**src/rtl/uart_rx_fifo_pkg.sv**
```systemverilog
// Shared UART receive-path constants: byte width, default FIFO depth and the
// bit layout of the UART status byte read by the register block and microcode.
package uart_rx_fifo_pkg;

    localparam int UART_DATA_WIDTH    = 8;
    localparam int UART_RX_FIFO_DEPTH = 4;

    // Status byte bit positions; bits 7:4 always read as zero.
    localparam int UART_STAT_DATA_AVAIL = 0;
    localparam int UART_STAT_FULL       = 1;
    localparam int UART_STAT_FRAME_ERR  = 2;
    localparam int UART_STAT_OVERSHOOT  = 3;

    function automatic logic [7:0] pack_status(
        input logic data_avail,
        input logic fifo_full,
        input logic frame_err,
        input logic overshoot
    );
        logic [7:0] s;
        s                       = 8'h00;
        s[UART_STAT_DATA_AVAIL] = data_avail;
        s[UART_STAT_FULL]       = fifo_full;
        s[UART_STAT_FRAME_ERR]  = frame_err;
        s[UART_STAT_OVERSHOOT]  = overshoot;
        return s;
    endfunction

endpackage

```
**src/rtl/uart_rx_fifo_if.sv**
```systemverilog
// Signal bundle between uart_receiver / CPU register block and the receive FIFO.
//
// Handshake: rx_strobe_data_ready is a one-cycle valid pulse with no ready; a
// byte that cannot be stored is dropped and reported through the status flags.
// cpu_read_strobe is a one-cycle pop of the byte currently on rd_data_out.
interface uart_rx_fifo_if #(
    parameter int DATA_WIDTH = 8,
    parameter int DEPTH      = 4
) ();
    localparam int ADDR_WIDTH = $clog2(DEPTH);

    logic [DATA_WIDTH-1:0] rx_data_in;
    logic                  rx_strobe_data_ready;
    logic                  rx_frame_error_in;
    logic                  cpu_read_strobe;
    logic                  cmd_clear_overshoot_error;
    logic                  cmd_clear_frame_error;
    logic [DATA_WIDTH-1:0] rd_data_out;
    logic [ADDR_WIDTH:0]   fifo_count;
    logic [7:0]            status_reg_o;

    modport master (
        output rx_data_in,
        output rx_strobe_data_ready,
        output rx_frame_error_in,
        output cpu_read_strobe,
        output cmd_clear_overshoot_error,
        output cmd_clear_frame_error,
        input  rd_data_out,
        input  fifo_count,
        input  status_reg_o
    );

    modport slave (
        input  rx_data_in,
        input  rx_strobe_data_ready,
        input  rx_frame_error_in,
        input  cpu_read_strobe,
        input  cmd_clear_overshoot_error,
        input  cmd_clear_frame_error,
        output rd_data_out,
        output fifo_count,
        output status_reg_o
    );

endinterface

```
**src/rtl/uart_rx_fifo.sv**
```systemverilog
// Receive-side byte FIFO with sticky overrun / frame-error flags and the packed
// UART status byte. Full/empty come from the occupancy counter, not pointers.
module uart_rx_fifo
    import uart_rx_fifo_pkg::*;
#(
    parameter int DATA_WIDTH = UART_DATA_WIDTH,
    parameter int DEPTH      = UART_RX_FIFO_DEPTH
) (
    input  logic          clk,
    input  logic          reset,
    uart_rx_fifo_if.slave bus
);

    localparam int ADDR_WIDTH = $clog2(DEPTH);
    localparam logic [ADDR_WIDTH:0] CNT_ONE  = (ADDR_WIDTH+1)'(1);
    localparam logic [ADDR_WIDTH:0] CNT_FULL = (ADDR_WIDTH+1)'(DEPTH);

    logic [DATA_WIDTH-1:0] mem [DEPTH];
    logic [ADDR_WIDTH-1:0] wr_ptr;
    logic [ADDR_WIDTH-1:0] rd_ptr;
    logic [ADDR_WIDTH:0]   count;
    logic                  frame_error;
    logic                  overshoot_error;

    logic fifo_empty;
    logic fifo_full;
    logic push_req;
    logic push;
    logic pop;
    logic frame_set;
    logic overshoot_set;

    always_comb begin
        fifo_empty    = (count == '0);
        fifo_full     = (count == CNT_FULL);
        pop           = bus.cpu_read_strobe && !fifo_empty;
        push_req      = bus.rx_strobe_data_ready && !bus.rx_frame_error_in;
        // A pop in the same cycle frees the slot, so a full FIFO still accepts.
        push          = push_req && (!fifo_full || pop);
        overshoot_set = push_req && fifo_full && !pop;
        frame_set     = bus.rx_strobe_data_ready && bus.rx_frame_error_in;
    end

    always_ff @(posedge clk) begin
        if (reset) begin
            wr_ptr <= '0;
            rd_ptr <= '0;
            count  <= '0;
        end else begin
            if (push) begin
                wr_ptr <= wr_ptr + ADDR_WIDTH'(1);
            end
            if (pop) begin
                rd_ptr <= rd_ptr + ADDR_WIDTH'(1);
            end
            if (push && !pop) begin
                count <= count + CNT_ONE;
            end else if (pop && !push) begin
                count <= count - CNT_ONE;
            end
        end
    end

    // Storage carries no reset; contents are only read while count > 0.
    always_ff @(posedge clk) begin
        if (!reset && push) begin
            mem[wr_ptr] <= bus.rx_data_in;
        end
    end

    // Sticky flags: a new event in the same cycle overrides the clear.
    always_ff @(posedge clk) begin
        if (reset) begin
            frame_error     <= 1'b0;
            overshoot_error <= 1'b0;
        end else begin
            if (frame_set) begin
                frame_error <= 1'b1;
            end else if (bus.cmd_clear_frame_error) begin
                frame_error <= 1'b0;
            end
            if (overshoot_set) begin
                overshoot_error <= 1'b1;
            end else if (bus.cmd_clear_overshoot_error) begin
                overshoot_error <= 1'b0;
            end
        end
    end

    always_comb begin
        bus.rd_data_out  = fifo_empty ? '0 : mem[rd_ptr];
        bus.fifo_count   = count;
        bus.status_reg_o = pack_status(!fifo_empty, fifo_full, frame_error, overshoot_error);
    end

endmodule

```
**src/flat_wrapper.sv**
```systemverilog
// flat-port wrapper written by rule: the top's interface ports become plain ports
module uart_rx_fifo_flat import uart_rx_fifo_pkg::*;
#(
    parameter int DATA_WIDTH = UART_DATA_WIDTH,
    parameter int DEPTH      = UART_RX_FIFO_DEPTH
)
  (clk, reset, bus_rx_data_in, bus_rx_strobe_data_ready, bus_rx_frame_error_in, bus_cpu_read_strobe, bus_cmd_clear_overshoot_error, bus_cmd_clear_frame_error, bus_rd_data_out, bus_fifo_count, bus_status_reg_o);
  uart_rx_fifo_if #(.DATA_WIDTH(DATA_WIDTH), .DEPTH(DEPTH)) bus_i ();
  input  logic clk;
  input  logic reset;
  input wire logic [$bits(bus_i.rx_data_in)-1:0] bus_rx_data_in;
  input wire logic [$bits(bus_i.rx_strobe_data_ready)-1:0] bus_rx_strobe_data_ready;
  input wire logic [$bits(bus_i.rx_frame_error_in)-1:0] bus_rx_frame_error_in;
  input wire logic [$bits(bus_i.cpu_read_strobe)-1:0] bus_cpu_read_strobe;
  input wire logic [$bits(bus_i.cmd_clear_overshoot_error)-1:0] bus_cmd_clear_overshoot_error;
  input wire logic [$bits(bus_i.cmd_clear_frame_error)-1:0] bus_cmd_clear_frame_error;
  output wire logic [$bits(bus_i.rd_data_out)-1:0] bus_rd_data_out;
  output wire logic [$bits(bus_i.fifo_count)-1:0] bus_fifo_count;
  output wire logic [$bits(bus_i.status_reg_o)-1:0] bus_status_reg_o;
  assign bus_i.rx_data_in = bus_rx_data_in;
  assign bus_i.rx_strobe_data_ready = bus_rx_strobe_data_ready;
  assign bus_i.rx_frame_error_in = bus_rx_frame_error_in;
  assign bus_i.cpu_read_strobe = bus_cpu_read_strobe;
  assign bus_i.cmd_clear_overshoot_error = bus_cmd_clear_overshoot_error;
  assign bus_i.cmd_clear_frame_error = bus_cmd_clear_frame_error;
  assign bus_rd_data_out = bus_i.rd_data_out;
  assign bus_fifo_count = bus_i.fifo_count;
  assign bus_status_reg_o = bus_i.status_reg_o;
  uart_rx_fifo #(.DATA_WIDTH(DATA_WIDTH), .DEPTH(DEPTH)) u_core (.clk(clk), .reset(reset), .bus(bus_i));
endmodule
```
**config.mk**
```make
export PLATFORM = sky130hd
export DESIGN_NAME = uart_rx_fifo_flat
export DESIGN_NICKNAME = d
export VERILOG_FILES = /design/src/rtl/uart_rx_fifo_pkg.sv /design/src/rtl/uart_rx_fifo_if.sv /design/src/rtl/uart_rx_fifo.sv /design/src/flat_wrapper.sv
export SDC_FILE = /design/constraint.sdc
export NUM_CORES = 1
export LEC_CHECK = 0
export BUFFER_PORTS_ARGS = -buffer_cell sky130_fd_sc_hd__buf_2
export CAP_MARGIN = 25
export CORE_MARGIN = 2
export CORE_UTILIZATION = 61
export CTS_BUF_LIST = sky130_fd_sc_hd__clkbuf_8
export DETAILED_ROUTE_END_ITERATION = 16
export GPL_TIMING_DRIVEN = 0
export PLACE_DENSITY = 0.88
export SETUP_SLACK_MARGIN = 0.1
export SLEW_MARGIN = 20
export SYNTH_ARGS = -nofsm -noshare
export SYNTH_HDL_FRONTEND = slang
export SYNTH_SLANG_ARGS = --single-unit
```
**constraint.sdc**
```tcl
create_clock -name clk -period 5.9 [get_ports clk]
set_clock_uncertainty 0.05 [all_clocks]
set_input_delay 1.77 -clock clk [delete_from_list [all_inputs] [get_ports clk]]
set_output_delay 1.77 -clock clk [all_outputs]
set_load 0.05 [all_outputs]
```
==> Word level (Yosys, flattened, before mapping) <==
Memory sizes are Yosys's and may differ from the RTL's. A register that Yosys moved wholly into a read port is not among the register bits.
Index checks and enable logic that the tools add are counted.
{ "classes": {"addsub": 4, "eq_ne": 1, "n_mux": 11, "n_reduce_logical": 20} }
{ "op_table": {"columns": ["op", "count"], "rows": [
  ["logical AND 1 bit", 9],
  ["two-way mux 8 bit", 1],
  ["logical NOT 1 bit", 6],
  ["two-way mux 1 bit", 6],
  ["two-way mux 3 bit", 2],
  ["nonzero test 2 bit", 3],
  ["adder 2 x 1 -> 2 bit, second input constant", 2],
  ["two-way mux 2 bit", 2],
  ["adder 3 x 1 -> 3 bit, second input constant", 1],
  ["== test 3 bit, second input constant", 1],
  ["logical NOT 3 bit", 1],
  ["subtractor 3 x 1 -> 3 bit, second input constant", 1],
  ["logical OR 1 bit", 1]
]} }
{ "totals": {"reg_bits": 9, "ramBits": 32, "input_bits": 15, "output_inout_bits": 19, "wordCells": 42, "n_memories": 1} }
{ "mem_list": {"columns": ["memory", "words", "width", "read_ports", "rd_ports_with_merged_regs", "wr", "line_no", "text"], "rows": [
  ["u_core.mem", 4, 8, 1, 1, 1, "uart_rx_fifo.sv:18", "logic [DATA_WIDTH-1:0] mem [DEPTH];"]
]} }

==> Depth between registers and ports, before layout <==
Gate-level depths: netlist of the first run.
{ "logic_depth": {"word_depth": 9, "ltp_mapped": 8, "depth_no_buf": 8} }

==> Worst setup path after synthesis of the first run <==
Ideal clock, no wire load.
{ "synth_path": {"kind": "flip-flop to output port", "start": "register u_core.count[0], in the netlist u_core.bus.fifo_count[0]", "end": "output port bus_rd_data_out[0]", "arrival_ps": 1793, "required_ps": 4080, "slack_ps": 2287, "path_stages_with_launch": 4, "n_path_buf": 1, "path_cell_list": "dfxtp_1 -> nor3_1 -> buf_2 -> nor2b_1"} }
{ "synth_between": {"elab_chain_len": 2} }
{ "synth_lines": {"columns": ["item", "line_no", "text"], "rows": [
  ["start: declaration", "uart_rx_fifo.sv:21", "logic [ADDR_WIDTH:0] count;"],
  ["start signal: assignment", "uart_rx_fifo.sv:57", "count <= count + CNT_ONE;"],
  ["start signal: assignment", "uart_rx_fifo.sv:59", "count <= count - CNT_ONE;"],
  ["logical NOT 3 bit", "uart_rx_fifo.sv:34", "fifo_empty = (count == '0);"],
  ["two-way mux 8 bit", "uart_rx_fifo.sv:91", "bus.rd_data_out = fifo_empty ? '0 : mem[rd_ptr];"],
  ["end: declaration", "flat_wrapper.sv:17", "output wire logic [$bits(bus_i.rd_data_out)-1:0] bus_rd_data_out;"]
]} }
No other way between the ends.

==> summary.txt, run 1 <==
RUN STATUS
-----------------------------------------------------------------------------------------------------------------
Result of the run .................................................................................. complete, but fails checks
Violated checks ....................................................................................          DRC

FINAL LAYOUT
-----------------------------------------------------------------------------------------------------------------
Sequential cell area in the final layout ...........................................................  0.00118 mm²
Multi-input gate area in the final layout ..........................................................      579 µm²
Ratio of cells with drive above 1 in the final layout ..............................................        35.2%
Total Nets Final ...................................................................................          179
Post-layout utilization of the core ................................................................        75.4%
Fillers ............................................................................................          168
Finished Layout Cells ..............................................................................          190
Relative area change from synthesis to final layout ................................................        15.3%
Antenna cells ......................................................................................            0

SYNTHESIS
-----------------------------------------------------------------------------------------------------------------
Compound-cell area share of the yosys netlist ......................................................        2.05%
Portion of synthesized cell area occupied by the leading cell type .................................        52.4%
Synthesis-stage register bit count .................................................................           43
Leading cell types by count after synthesis ........................................................ edfxtp_1, dfxtp_1, mux4_2, nor2b_1, buf_4
Number of distinct library cell variants in the gate-level netlist after synthesis .................           26
Top area cells in the synthesized netlist .......................................................... edfxtp_1, dfxtp_1, mux4_2, ha_1, buf_4
Mux cell area share after synthesis ................................................................        11.7%
Cell with the most instances after synthesis .......................................................     edfxtp_1
Total number of yosys warnings .....................................................................            0
Library cell with the largest summed area after synthesis ..........................................     edfxtp_1
Arithmetic-cell share of the synthesized area counting full adders, half adders and majority gates .        4.50%
Post-synth ARST share ..............................................................................           0%
Simple-gate portion of the synthesized area ........................................................        11.1%
Synth Instances ....................................................................................          119
Dominant combinational cell family by area after synthesis ......................................... multiplexers
Area of the mapped netlist .........................................................................  0.00183 mm²
Number of enable-type register cells in the synthesized netlist ....................................           32
Post-Synth XOR/XNOR Area ...........................................................................        1.43%
Dominant register cell in the synthesized netlist ..................................................     edfxtp_1
Sequential area share after synthesis ..............................................................        64.4%
Mean instance size in the synthesized netlist ......................................................     15.4 µm²

GRT
-----------------------------------------------------------------------------------------------------------------
Number of global-route vias before repair ..........................................................          987
Wire length of the first global-routing pass .......................................................      4640 µm
All-layer global routing usage .....................................................................        19.6%
Remaining global-route overflow ....................................................................            0
Largest net degree at the start of global routing ..................................................           14
Number of antenna violations at the first check in global routing ..................................            0

TIMING
-----------------------------------------------------------------------------------------------------------------
Max Slew Vio Count .................................................................................            0
Final setup violation count ........................................................................            0
Crit share post-route ..............................................................................        60.5%
Maximum operating frequency ........................................................................    0.280 GHz
Number of hold violations in the final report ......................................................            0
Setup repair after global routing missed its margin ................................................           no
Final TNS setup ....................................................................................         0 ns
Post-layout min period .............................................................................      3.57 ns

CLOCKING
-----------------------------------------------------------------------------------------------------------------
Post-CTS Hold Fix Bufs .............................................................................            0
Number of H-tree branching levels ..................................................................            2
Clock sink count ...................................................................................           43
CTS max path bufs ..................................................................................            2
Later-pin clock latency in the skew report .........................................................      0.29 ns
Number of CTS-inserted buffers .....................................................................            5
Clock-pin slew on the worst setup and hold paths ...................................................      0.07 ns
Post_cts resized ...................................................................................            0
CTS Root Cell ......................................................................................     clkbuf_8
Number of buffers inserted by post-CTS setup repair ................................................            0
TritonCTS clock tree ...............................................................................         done

ROUTING
-----------------------------------------------------------------------------------------------------------------
First-iteration detailed-routing DRC count .........................................................           36
Count of TritonRoute iterations in the first routing pass ..........................................           10
Count of vias placed by the detailed router ........................................................         1032
DRC violations left ................................................................................            2
Via/cell ratio .....................................................................................         5.43
Post-detailed-routing wire length ..................................................................      2910 µm
Routed Antenna Nets ................................................................................            0
Post-detailed-route wirelength per cell ............................................................      15.3 µm

FLOORPLANNING
-----------------------------------------------------------------------------------------------------------------
DIE WIDTH ..........................................................................................      58.8 µm
Total core area ....................................................................................  0.00281 mm²
Height of the die ..................................................................................      58.8 µm
# rows .............................................................................................           19
Number of primary I/O pins .........................................................................           34
Die Area ...........................................................................................  0.00346 mm²
Initial cell density of the core ...................................................................        65.4%

PLACE
-----------------------------------------------------------------------------------------------------------------
Placed instance count ..............................................................................          182
Input/output buffers ...............................................................................           29
Total half-perimeter wirelength after legalization and detailed placement ..........................      2110 µm
Weighted congestion at the end of routability-driven global placement ..............................        0.800

WORST SETUP PATH
-----------------------------------------------------------------------------------------------------------------
CP Capture Type ....................................................................................  output port
Worst setup path class ............................................................................. flip-flop to output port
Crit start category ................................................................................    flip-flop
Data required, critical path .......................................................................      4.08 ns
Arr. time, crit path ...............................................................................      1.75 ns
Maximum fanout count along the critical path .......................................................            8

PWR
-----------------------------------------------------------------------------------------------------------------
Worst supply voltage drop on vdd ...................................................................   0.000262 V
Total power divided by cell area ...................................................................   398 mW/mm²
Static power due to leakage ........................................................................  0.000821 µW
Post-layout power ..................................................................................       842 µW

FLOW RUN
-----------------------------------------------------------------------------------------------------------------
Number of max-cap violations .......................................................................            0

WORST HOLD PATH
-----------------------------------------------------------------------------------------------------------------
Min-Delay Path Class ............................................................................... flip-flop to flip-flop

## report_power, final
part           total (µW)  switching (µW)  internal (µW)
clock                 175            94.2           80.9
combinational         303             208           94.7
sequential            364            21.3            343
## stage by stage
| step | worst slack [ns] | instance area [µm²] | hold WS [ns] |
|---|---|---|---|
| floorplan | 2.29 | 1850 | 0.395 |
| global placement | 2.30 | 2030 | 0.405 |
| detailed placement | 2.24 | 2030 | 0.419 |
| CTS | 2.29 | 2110 | 0.430 |
| global route | 2.23 | 2110 | 0.463 |
| finish | 2.33 | 2110 | 0.424 |
## critical path, cell delays in order (launching register included)
cell,delay (ns)
dfxtp_1,0.31
buf_2,0.26
mux4_2,0.54
nor2b_1,0.14
buf_2,0.21
## path summary, 6_finish.rpt
check | start | to | slack [ns] | cells after the start
setup / recovery | flip-flop | bus_rd_data_out[1] | 2.33 | 4
hold / removal | u_core.frame_error | u_core.frame_error | 0.42 | 2
setup reg to reg | u_core.bus.fifo_count[0] | u_core.bus.fifo_count[2] | 3.64 | 7
hold reg to reg | u_core.frame_error | u_core.frame_error | 0.42 | 2
## cell type report
type / count / area share, %
clock buffer: 5 / 3.25
inverter: 4 / 0.710
clock inverter: 3 / 0.769
tap: 31 / 1.83
multi-input combinational: 64 / 27.4
sequential: 43 / 55.9
timing repair buffer: 29 / 6.86
buffer: 11 / 3.31
## cells by family (layout without fill, tap and decap cells)
kind of cell / after synthesis / count (layout)
mux: 11 / 11
flops: 43 / 43
buf+inv: 15 / 52
fa+ha+maj: 6 / 6
other cells: 1 / 4
xor+xnor: 3 / 3
simple gates: 33 / 33
compound gates: 7 / 7
## per-layer routing
layer	track usage (%)	wire length (µm)	share of wire (%)
met3	7.25	195	6.7
met5	0	0	0
met2	32.9	1580	54
met1	22.2	1080	37
met4	9.09	55	1.9
## state kept, by name, summed over array words and instances, names as in the netlist, named ones only
| name | flops |
|---|---|
| u_core.mem | 32 |
| u_core.overshoot_error | 1 |
| u_core.wr_ptr | 2 |
| u_core.frame_error | 1 |
| u_core.rd_ptr | 2 |
| u_core.bus.fifo_count | 3 |
## placed cells by master, fill, tap and decap left out, drive strengths merged, types with 2 or more instances in the layout
cell type / instances
conb: 4
nand2b: 6
inv: 5
dfxtp: 11
ha: 5
nor3: 2
mux2i: 2
and2: 4
edfxtp: 32
clkbuf: 7
nor2b: 8
xor2: 3
o21ai: 2
buf: 38
nor2: 7
nand2: 2
a21oi: 4
mux4: 8
or3: 2
No activity file was read; power rests on OpenSTA's default activity.
==> inputs of run 2 (changes only) <==
--- a/config.mk
+++ b/config.mk
@@ -8,11 +8,11 @@
 export BUFFER_PORTS_ARGS = -buffer_cell sky130_fd_sc_hd__buf_2
 export CAP_MARGIN = 25
 export CORE_MARGIN = 2
-export CORE_UTILIZATION = 61
+export CORE_UTILIZATION = 51
 export CTS_BUF_LIST = sky130_fd_sc_hd__clkbuf_8
 export DETAILED_ROUTE_END_ITERATION = 16
 export GPL_TIMING_DRIVEN = 0
-export PLACE_DENSITY = 0.88
+export PLACE_DENSITY = 0.79
 export SETUP_SLACK_MARGIN = 0.1
 export SLEW_MARGIN = 20
 export SYNTH_ARGS = -nofsm -noshare
==> constraint.sdc (replaced) <==
create_clock -name clk -period 3.1 [get_ports clk]
set_clock_uncertainty 0.05 [all_clocks]
set_input_delay 0.93 -clock clk [delete_from_list [all_inputs] [get_ports clk]]
set_output_delay 0.93 -clock clk [all_outputs]
set_load 0.05 [all_outputs]
==> run 2 against run 1 <==
- the flow now finishes without violations
- cell count grew 7.9%
- global-route usage shrank 3.1 points
- setup slack lost 2.0 ns
- wire length grew 1.3%
- critical path depth is the same
- clock power grew 110%
- total power grew 93%
- sequential power grew 89%
- combinational power grew 91%
- die area grew 18%
- sequential share of layout area shrank 0.69 points
- critical path type unchanged
- critical endpoint is now bus_rd_data_out[5]
- largest cell class unchanged
- largest power group unchanged
==> summary.txt, run 2 (synthesis gave the netlist of run 1 again) <==
ROUTING
----------------------------------------------------------------------------------------
DRC violations left .......................................................            0   -2
Via/cell ratio ............................................................         5.01   -7.8%
Post-detailed-route wirelength per cell ...................................      14.4 µm   -6.1%
First-iteration detailed-routing DRC count ................................           10   -72%
Count of vias placed by the detailed router ...............................         1027   -0.48%
Count of TritonRoute iterations in the first routing pass .................            4   -6
Post-detailed-routing wire length .........................................      2950 µm   +1.3%
Routed Antenna Nets .......................................................            0   unchanged

TIMING
----------------------------------------------------------------------------------------
Final setup violation count ...............................................            0   unchanged
Setup repair after global routing missed its margin .......................           no
Final worst slack .........................................................     0.333 ns   -2.00 ns
Final TNS setup ...........................................................         0 ns   unchanged
Max Slew Vio Count ........................................................            0   unchanged
Number of hold violations in the final report .............................            0   unchanged
Crit share post-route .....................................................        89.2%
Maximum operating frequency ...............................................    0.361 GHz
Post-layout min period ....................................................      2.77 ns

PWR
----------------------------------------------------------------------------------------
Internal power ............................................................       995 µW   +92%
Psw .......................................................................       635 µW   +96%
Worst supply voltage drop on vdd ..........................................   0.000472 V   +80%
Share of power burned in the clock network ................................        22.2%   +1.4 points
Static power due to leakage ...............................................  0.000817 µW   -0.56%
Post-layout power .........................................................      1630 µW   +93%
Total power divided by cell area ..........................................   761 mW/mm²   +91%
Part of the power in combinational logic ..................................        35.6%   -0.4 points
Share of power burned in registers ........................................        42.2%   -1.1 points
Switching share of power ..................................................        39.0%   +0.52 points

FLOORPLANNING
----------------------------------------------------------------------------------------
Total core area ...........................................................  0.00339 mm²   +21%
Die Area ..................................................................  0.00409 mm²   +18%
Initial cell density of the core ..........................................        54.1%   -11 points
Number of primary I/O pins ................................................           34   unchanged
DIE WIDTH .................................................................      64.0 µm   +8.7%
Height of the die .........................................................      64.0 µm   +8.7%
# rows ....................................................................           21   +2

WORST SETUP PATH
----------------------------------------------------------------------------------------
Crit start category .......................................................    flip-flop
Series of cell instances along the critical path .......................... buf_2 > mux4_2 > nor2b_1 > buf_2
Worst setup path class .................................................... flip-flop to output port
Most common cell type on the critical path ................................        buf_2
Critical path's top delay family .......................................... multiplexers
Maximum fanout count along the critical path ..............................            8   unchanged
Buffers and inverters on the worst path ...................................            2   unchanged
Worst path max stage delay ................................................      0.54 ns   about the same
Data required, critical path ..............................................      2.12 ns   -1.96 ns
CP Capture Type ...........................................................  output port
Slowest CP cell ...........................................................       mux4_2
Arr. time, crit path ......................................................      1.79 ns   +0.04 ns

CLOCKING
----------------------------------------------------------------------------------------
Later-pin clock latency in the skew report ................................      0.30 ns   about the same
Clock sink count ..........................................................           43   unchanged
Clock-pin slew on the worst setup and hold paths ..........................      0.09 ns   +0.02 ns
Number of H-tree branching levels .........................................            2   unchanged
CTS max path bufs .........................................................            2   unchanged
Post_cts resized ..........................................................            0   unchanged
Number of buffers inserted by post-CTS setup repair .......................            0   unchanged
CTS Root Cell .............................................................     clkbuf_8
TritonCTS clock tree ......................................................         done
Number of CTS-inserted buffers ............................................            5   unchanged
Post-CTS Hold Fix Bufs ....................................................            0   unchanged

FINAL LAYOUT
----------------------------------------------------------------------------------------
Total Nets Final ..........................................................          179   unchanged
Relative area change from synthesis to final layout .......................        16.7%
Most frequent cells in the layout ......................................... edfxtp_1, buf_2, dfxtp_1, mux4_2, nor2b_1
Ratio of cells with drive above 1 in the final layout .....................        35.8%   +0.63 points
Antenna cells .............................................................            0   unchanged
Most common cell after layout, fill and taps aside ........................     edfxtp_1
Number of flip-flops under the largest register name ......................           32   unchanged
Fillers ...................................................................          254   +51%
Most flops, register ......................................................   u_core.mem
Post-layout utilization of the core .......................................        63.2%   -12 points

FLOW RUN
----------------------------------------------------------------------------------------
Number of max-cap violations ..............................................            0   unchanged

GRT
----------------------------------------------------------------------------------------
Number of antenna violations at the first check in global routing .........            0   unchanged
All-layer global routing usage ............................................        16.5%   -3.1 points
Wire length of the first global-routing pass ..............................      4850 µm   +4.5%
Remaining global-route overflow ...........................................            0   unchanged
Largest net degree at the start of global routing .........................           16   +2
Number of global-route vias before repair .................................         1058   +7.2%

PLACE
----------------------------------------------------------------------------------------
Input/output buffers ......................................................           29   unchanged
Post-Place Setup Slack ....................................................     0.305 ns   -1.93 ns
Total half-perimeter wirelength after legalization and detailed placement .      2120 µm   +0.38%
Weighted congestion at the end of routability-driven global placement .....        0.705   -12%

RUN STATUS
----------------------------------------------------------------------------------------
Result of the run ......................................................... finished clean

WORST HOLD PATH
----------------------------------------------------------------------------------------
Min-Delay Path Class ...................................................... flip-flop to flip-flop

## run 2: cell count changes in the layout (fill, tap and decap cells not counted)
cell	delta
clkinvlp_4	+1
clkinv_2	-1
inv_6	+1
inv_1	-1
## run 2: path summary, 6_finish.rpt
check	startpoint	end	slack, ns	depth (start not counted)
min reg2reg	u_core.frame_error	u_core.frame_error	0.43	2
max	flip-flop	bus_rd_data_out[5]	0.33	4
min	u_core.frame_error	u_core.frame_error	0.43	2
max reg2reg	u_core.bus.fifo_count[0]	u_core.bus.fifo_count[2]	0.89	7
## run 2: through the flow
| stage | hold slack, ns | instance area, µm² | std cells |
|---|---|---|---|
| floorplan | 0.395 | 1850 | 122 |
| global placement | 0.407 | 2050 | 197 |
| detailed placement | 0.422 | 2050 | 197 |
| CTS | 0.435 | 2140 | 205 |
| global route | 0.461 | 2140 | 205 |
| finish | 0.431 | 2140 | 205 |
## run 2: power groups by stage
stage	registers, µW	clock network, µW	logic [µW]
after global routing	695	398	619
final	688	361	580
after CTS	689	368	587
after detailed placement	702	0	586
after global placement	699	0	575
after floorplan	736	0	429
## run 2: cell type report
type | instances | area [µm²] | area share (%)
Tap cell | 46 | 57.6 | 2.69
Buffer | 11 | 70.1 | 3.27
Clock inverter | 3 | 23.8 | 1.11
Multi-Input combinational cell | 64 | 579 | 27.1
Inverter | 4 | 15.0 | 0.701
Sequential cell | 43 | 1180 | 55.2
Clock buffer | 5 | 68.8 | 3.21
Timing Repair Buffer | 29 | 145 | 6.78
## run 2: per-layer routing
layer	GRT usage [%]	wire length (µm)	vias to the layer above	share of wire (%)
li1	-	-	492	-
met1	18.0	1130	502	38
met2	28.9	1600	27	54
met3	5.99	179	6	6.1
met4	6.52	48	0	1.6
met5	0	0	-	0
## run 2: worst reg2reg max path, cell delays in order (launching register included)
cell and delay [ns]:
dfxtp_1 0.41, o31ai_1 0.40, ha_1 0.25, inv_1 0.06
fa_1 0.37, xor2_1 0.16, or3_1 0.30, a21oi_1 0.14
==> inputs of run 3 (changes only) <==
--- a/config.mk
+++ b/config.mk
@@ -7,14 +7,16 @@
 export LEC_CHECK = 0
 export BUFFER_PORTS_ARGS = -buffer_cell sky130_fd_sc_hd__buf_2
 export CAP_MARGIN = 25
+export CELL_PAD_IN_SITES_DETAIL_PLACEMENT = 0
+export CELL_PAD_IN_SITES_GLOBAL_PLACEMENT = 1
 export CORE_MARGIN = 2
-export CORE_UTILIZATION = 51
+export CORE_UTILIZATION = 42
 export CTS_BUF_LIST = sky130_fd_sc_hd__clkbuf_8
 export DETAILED_ROUTE_END_ITERATION = 16
 export GPL_TIMING_DRIVEN = 0
 export PLACE_DENSITY = 0.79
 export SETUP_SLACK_MARGIN = 0.1
-export SLEW_MARGIN = 20
+export SLEW_MARGIN = 15
 export SYNTH_ARGS = -nofsm -noshare
 export SYNTH_HDL_FRONTEND = slang
 export SYNTH_SLANG_ARGS = --single-unit
==> run 3 against run 2 <==
- cell count up 2.9%
- setup slack better by 0.015 ns
- critical path depth unchanged
- register-to-register slack worse by 0.07 ns
- first-iteration DRC count rose to 4.7 times the previous value
- maximum frequency up 0.55%
- flip-flop and latch count unchanged
- cell area up 2.2%
- worst hold slack worse by 0.0084 ns
- clock power up 38%
- count of clock-buffer cells in the layout unchanged
- largest cell class unchanged
- largest power group unchanged
==> summary.txt, run 3 (synthesis gave the netlist of run 1 again) <==
CLOCKING
----------------------------------------------------------------------------------------
Post_cts resized ..........................................................            0   unchanged
Number of CTS-inserted buffers ............................................            5   unchanged
Number of buffers inserted by post-CTS setup repair .......................            0   unchanged
Number of H-tree branching levels .........................................            2   unchanged
CTS Root Cell .............................................................     clkbuf_8
Post-CTS Hold Fix Bufs ....................................................            0   unchanged
CTS max path bufs .........................................................            2   unchanged
Later-pin clock latency in the skew report ................................      0.29 ns   about the same
Clock-pin slew on the worst setup and hold paths ..........................      0.08 ns   about the same
TritonCTS clock tree ......................................................         done
Clock sink count ..........................................................           43   unchanged

WORST SETUP PATH
----------------------------------------------------------------------------------------
Data required, critical path ..............................................      2.12 ns   about the same
Worst setup path class .................................................... flip-flop to output port
Worst path max stage delay ................................................      0.55 ns   about the same
Crit start category .......................................................    flip-flop
Slowest CP cell ...........................................................       mux4_2
Arr. time, crit path ......................................................      1.77 ns   -0.02 ns
Maximum fanout count along the critical path ..............................            8   unchanged
Critical path's top delay family .......................................... multiplexers
Most common cell type on the critical path ................................        buf_2
Series of cell instances along the critical path .......................... buf_2 > mux4_2 > nor2b_1 > buf_2
Buffers and inverters on the worst path ...................................            2   unchanged
CP Capture Type ...........................................................  output port

PWR
----------------------------------------------------------------------------------------
Post-layout power .........................................................      1770 µW   +8.5%
Worst supply voltage drop on vdd ..........................................   0.000270 V   -43%
Static power due to leakage ...............................................  0.000845 µW   +3.5%
Total power divided by cell area ..........................................   808 mW/mm²   +6.2%

FLOORPLANNING
----------------------------------------------------------------------------------------
Height of the die .........................................................      70.1 µm   +9.6%
# rows ....................................................................           24   +14%
DIE WIDTH .................................................................      70.1 µm   +9.6%
Die Area ..................................................................  0.00491 mm²   +20%
Number of primary I/O pins ................................................           34   unchanged
Initial cell density of the core ..........................................        42.7%   -11 points
Total core area ...........................................................  0.00429 mm²   +27%

GRT
----------------------------------------------------------------------------------------
Wire length of the first global-routing pass ..............................      4740 µm   -2.3%
Largest net degree at the start of global routing .........................           14   -2
Number of global-route vias before repair .................................         1031   -2.6%
Remaining global-route overflow ...........................................            0   unchanged
All-layer global routing usage ............................................        12.9%   -3.5 points
Number of antenna violations at the first check in global routing .........            0   unchanged

FINAL LAYOUT
----------------------------------------------------------------------------------------
Most common cell after layout, fill and taps aside ........................     edfxtp_1
Most frequent cells in the layout ......................................... edfxtp_1, buf_2, dfxtp_1, mux4_2, nor2b_1
Final std cell area, no fill ..............................................  0.00219 mm²   +2.2%
Antenna cells .............................................................            0   unchanged
Number of flip-flops under the largest register name ......................           32   unchanged
Most flops, register ......................................................   u_core.mem
Ratio of cells with drive above 1 in the final layout .....................        35.2%   -0.63 points
Relative area change from synthesis to final layout .......................        19.3%
Total Nets Final ..........................................................          179   unchanged

TIMING
----------------------------------------------------------------------------------------
Max Slew Vio Count ........................................................            0   unchanged
Number of hold violations in the final report .............................            0   unchanged
Final setup violation count ...............................................            0   unchanged
Crit share post-route .....................................................        88.8%   -0.49 points
Maximum operating frequency ...............................................    0.363 GHz   +0.55%
Final TNS setup ...........................................................         0 ns   unchanged
Setup repair after global routing missed its margin .......................           no
Worst slew margin relative to its limit ...................................        64.1%
Post-layout min period ....................................................      2.75 ns   -0.0150 ns
Slew at the pin closest to its max-slew limit .............................     0.538 ns
Hold slack ................................................................     0.422 ns   -0.00841 ns

ROUTING
----------------------------------------------------------------------------------------
Post-detailed-route wirelength per cell ...................................      13.3 µm   -7.4%
DRC violations left .......................................................            0   unchanged
Count of vias placed by the detailed router ...............................          999   -2.7%
Post-detailed-routing wire length .........................................      2820 µm   -4.7%
Count of TritonRoute iterations in the first routing pass .................            4   unchanged
Via/cell ratio ............................................................         4.73   -5.5%
Routed Antenna Nets .......................................................            0   unchanged
First-iteration detailed-routing DRC count ................................           47   +37

PLACE
----------------------------------------------------------------------------------------
Total half-perimeter wirelength after legalization and detailed placement .      2020 µm   -4.7%
Weighted congestion at the end of routability-driven global placement .....        0.710   +0.78%
Dpl cell area .............................................................  0.00206 mm²   +0.37%
Input/output buffers ......................................................           29   unchanged

RUN STATUS
----------------------------------------------------------------------------------------
Result of the run ......................................................... finished clean

WORST HOLD PATH
----------------------------------------------------------------------------------------
Min-Delay Path Class ...................................................... flip-flop to flip-flop

FLOW RUN
----------------------------------------------------------------------------------------
Number of max-cap violations ..............................................            0   unchanged

## run 3: cell types whose count changed in the layout (fill, tap and decap cells not counted)
cell	change
bufinv_16	+2
clkinvlp_4	-2
inv_1	+1
inv_6	-1
## run 3: metal layers
layer,GRT usage [%],part of all wire [%]
met2,22.0,51
met4,5.13,1.7
met1,15.0,42
met5,0,0
met3,4.47,5.9
## run 3: per-stage QoR
step           std cells  setup slack [ns]  util [%]
5_1_grt              211             0.226      51.0
6_report             211             0.348      51.0
4_1_cts              211             0.313      51.0
3_3_place_gp         203             0.321      47.9
3_5_place_dp         203             0.254      47.9
2_1_floorplan        122             0.327         -
## run 3: cell type report
cell class	instances	area (µm²)
well taps	52	65.1
clock inverters	3	63.8
fillers	369	2110
repair buffers	29	145
clock buffers	5	68.8
inverters	4	15.0
plain buffers	11	70.1
flip-flops and latches	43	1180
multi-input cells	64	579
## run 3: worst min-delay path, cell delays in order, from the launching register on
cell and delay (ns):
dfxtp_1 0.31, nand2b_1 0.06, a21oi_1 0.05
## run 3: path summary, 6_finish.rpt
kind                            start                  endpoint  slack, ns  cells after the start
min            u_core.overshoot_error    u_core.overshoot_error       0.42                      2
max reg2reg  u_core.bus.fifo_count[0]  u_core.bus.fifo_count[2]       0.82                      7
min reg2reg    u_core.overshoot_error    u_core.overshoot_error       0.42                      2
max                         flip-flop        bus_rd_data_out[7]       0.35                      4
## run 3: where the power goes
part / switching [µW] / internal, µW / leakage, µW / total (µW)
combinational: 400 / 181 / 0.000397 / 581
clock: 180 / 319 / 0.0000695 / 499
sequential: 36.3 / 653 / 0.000379 / 689
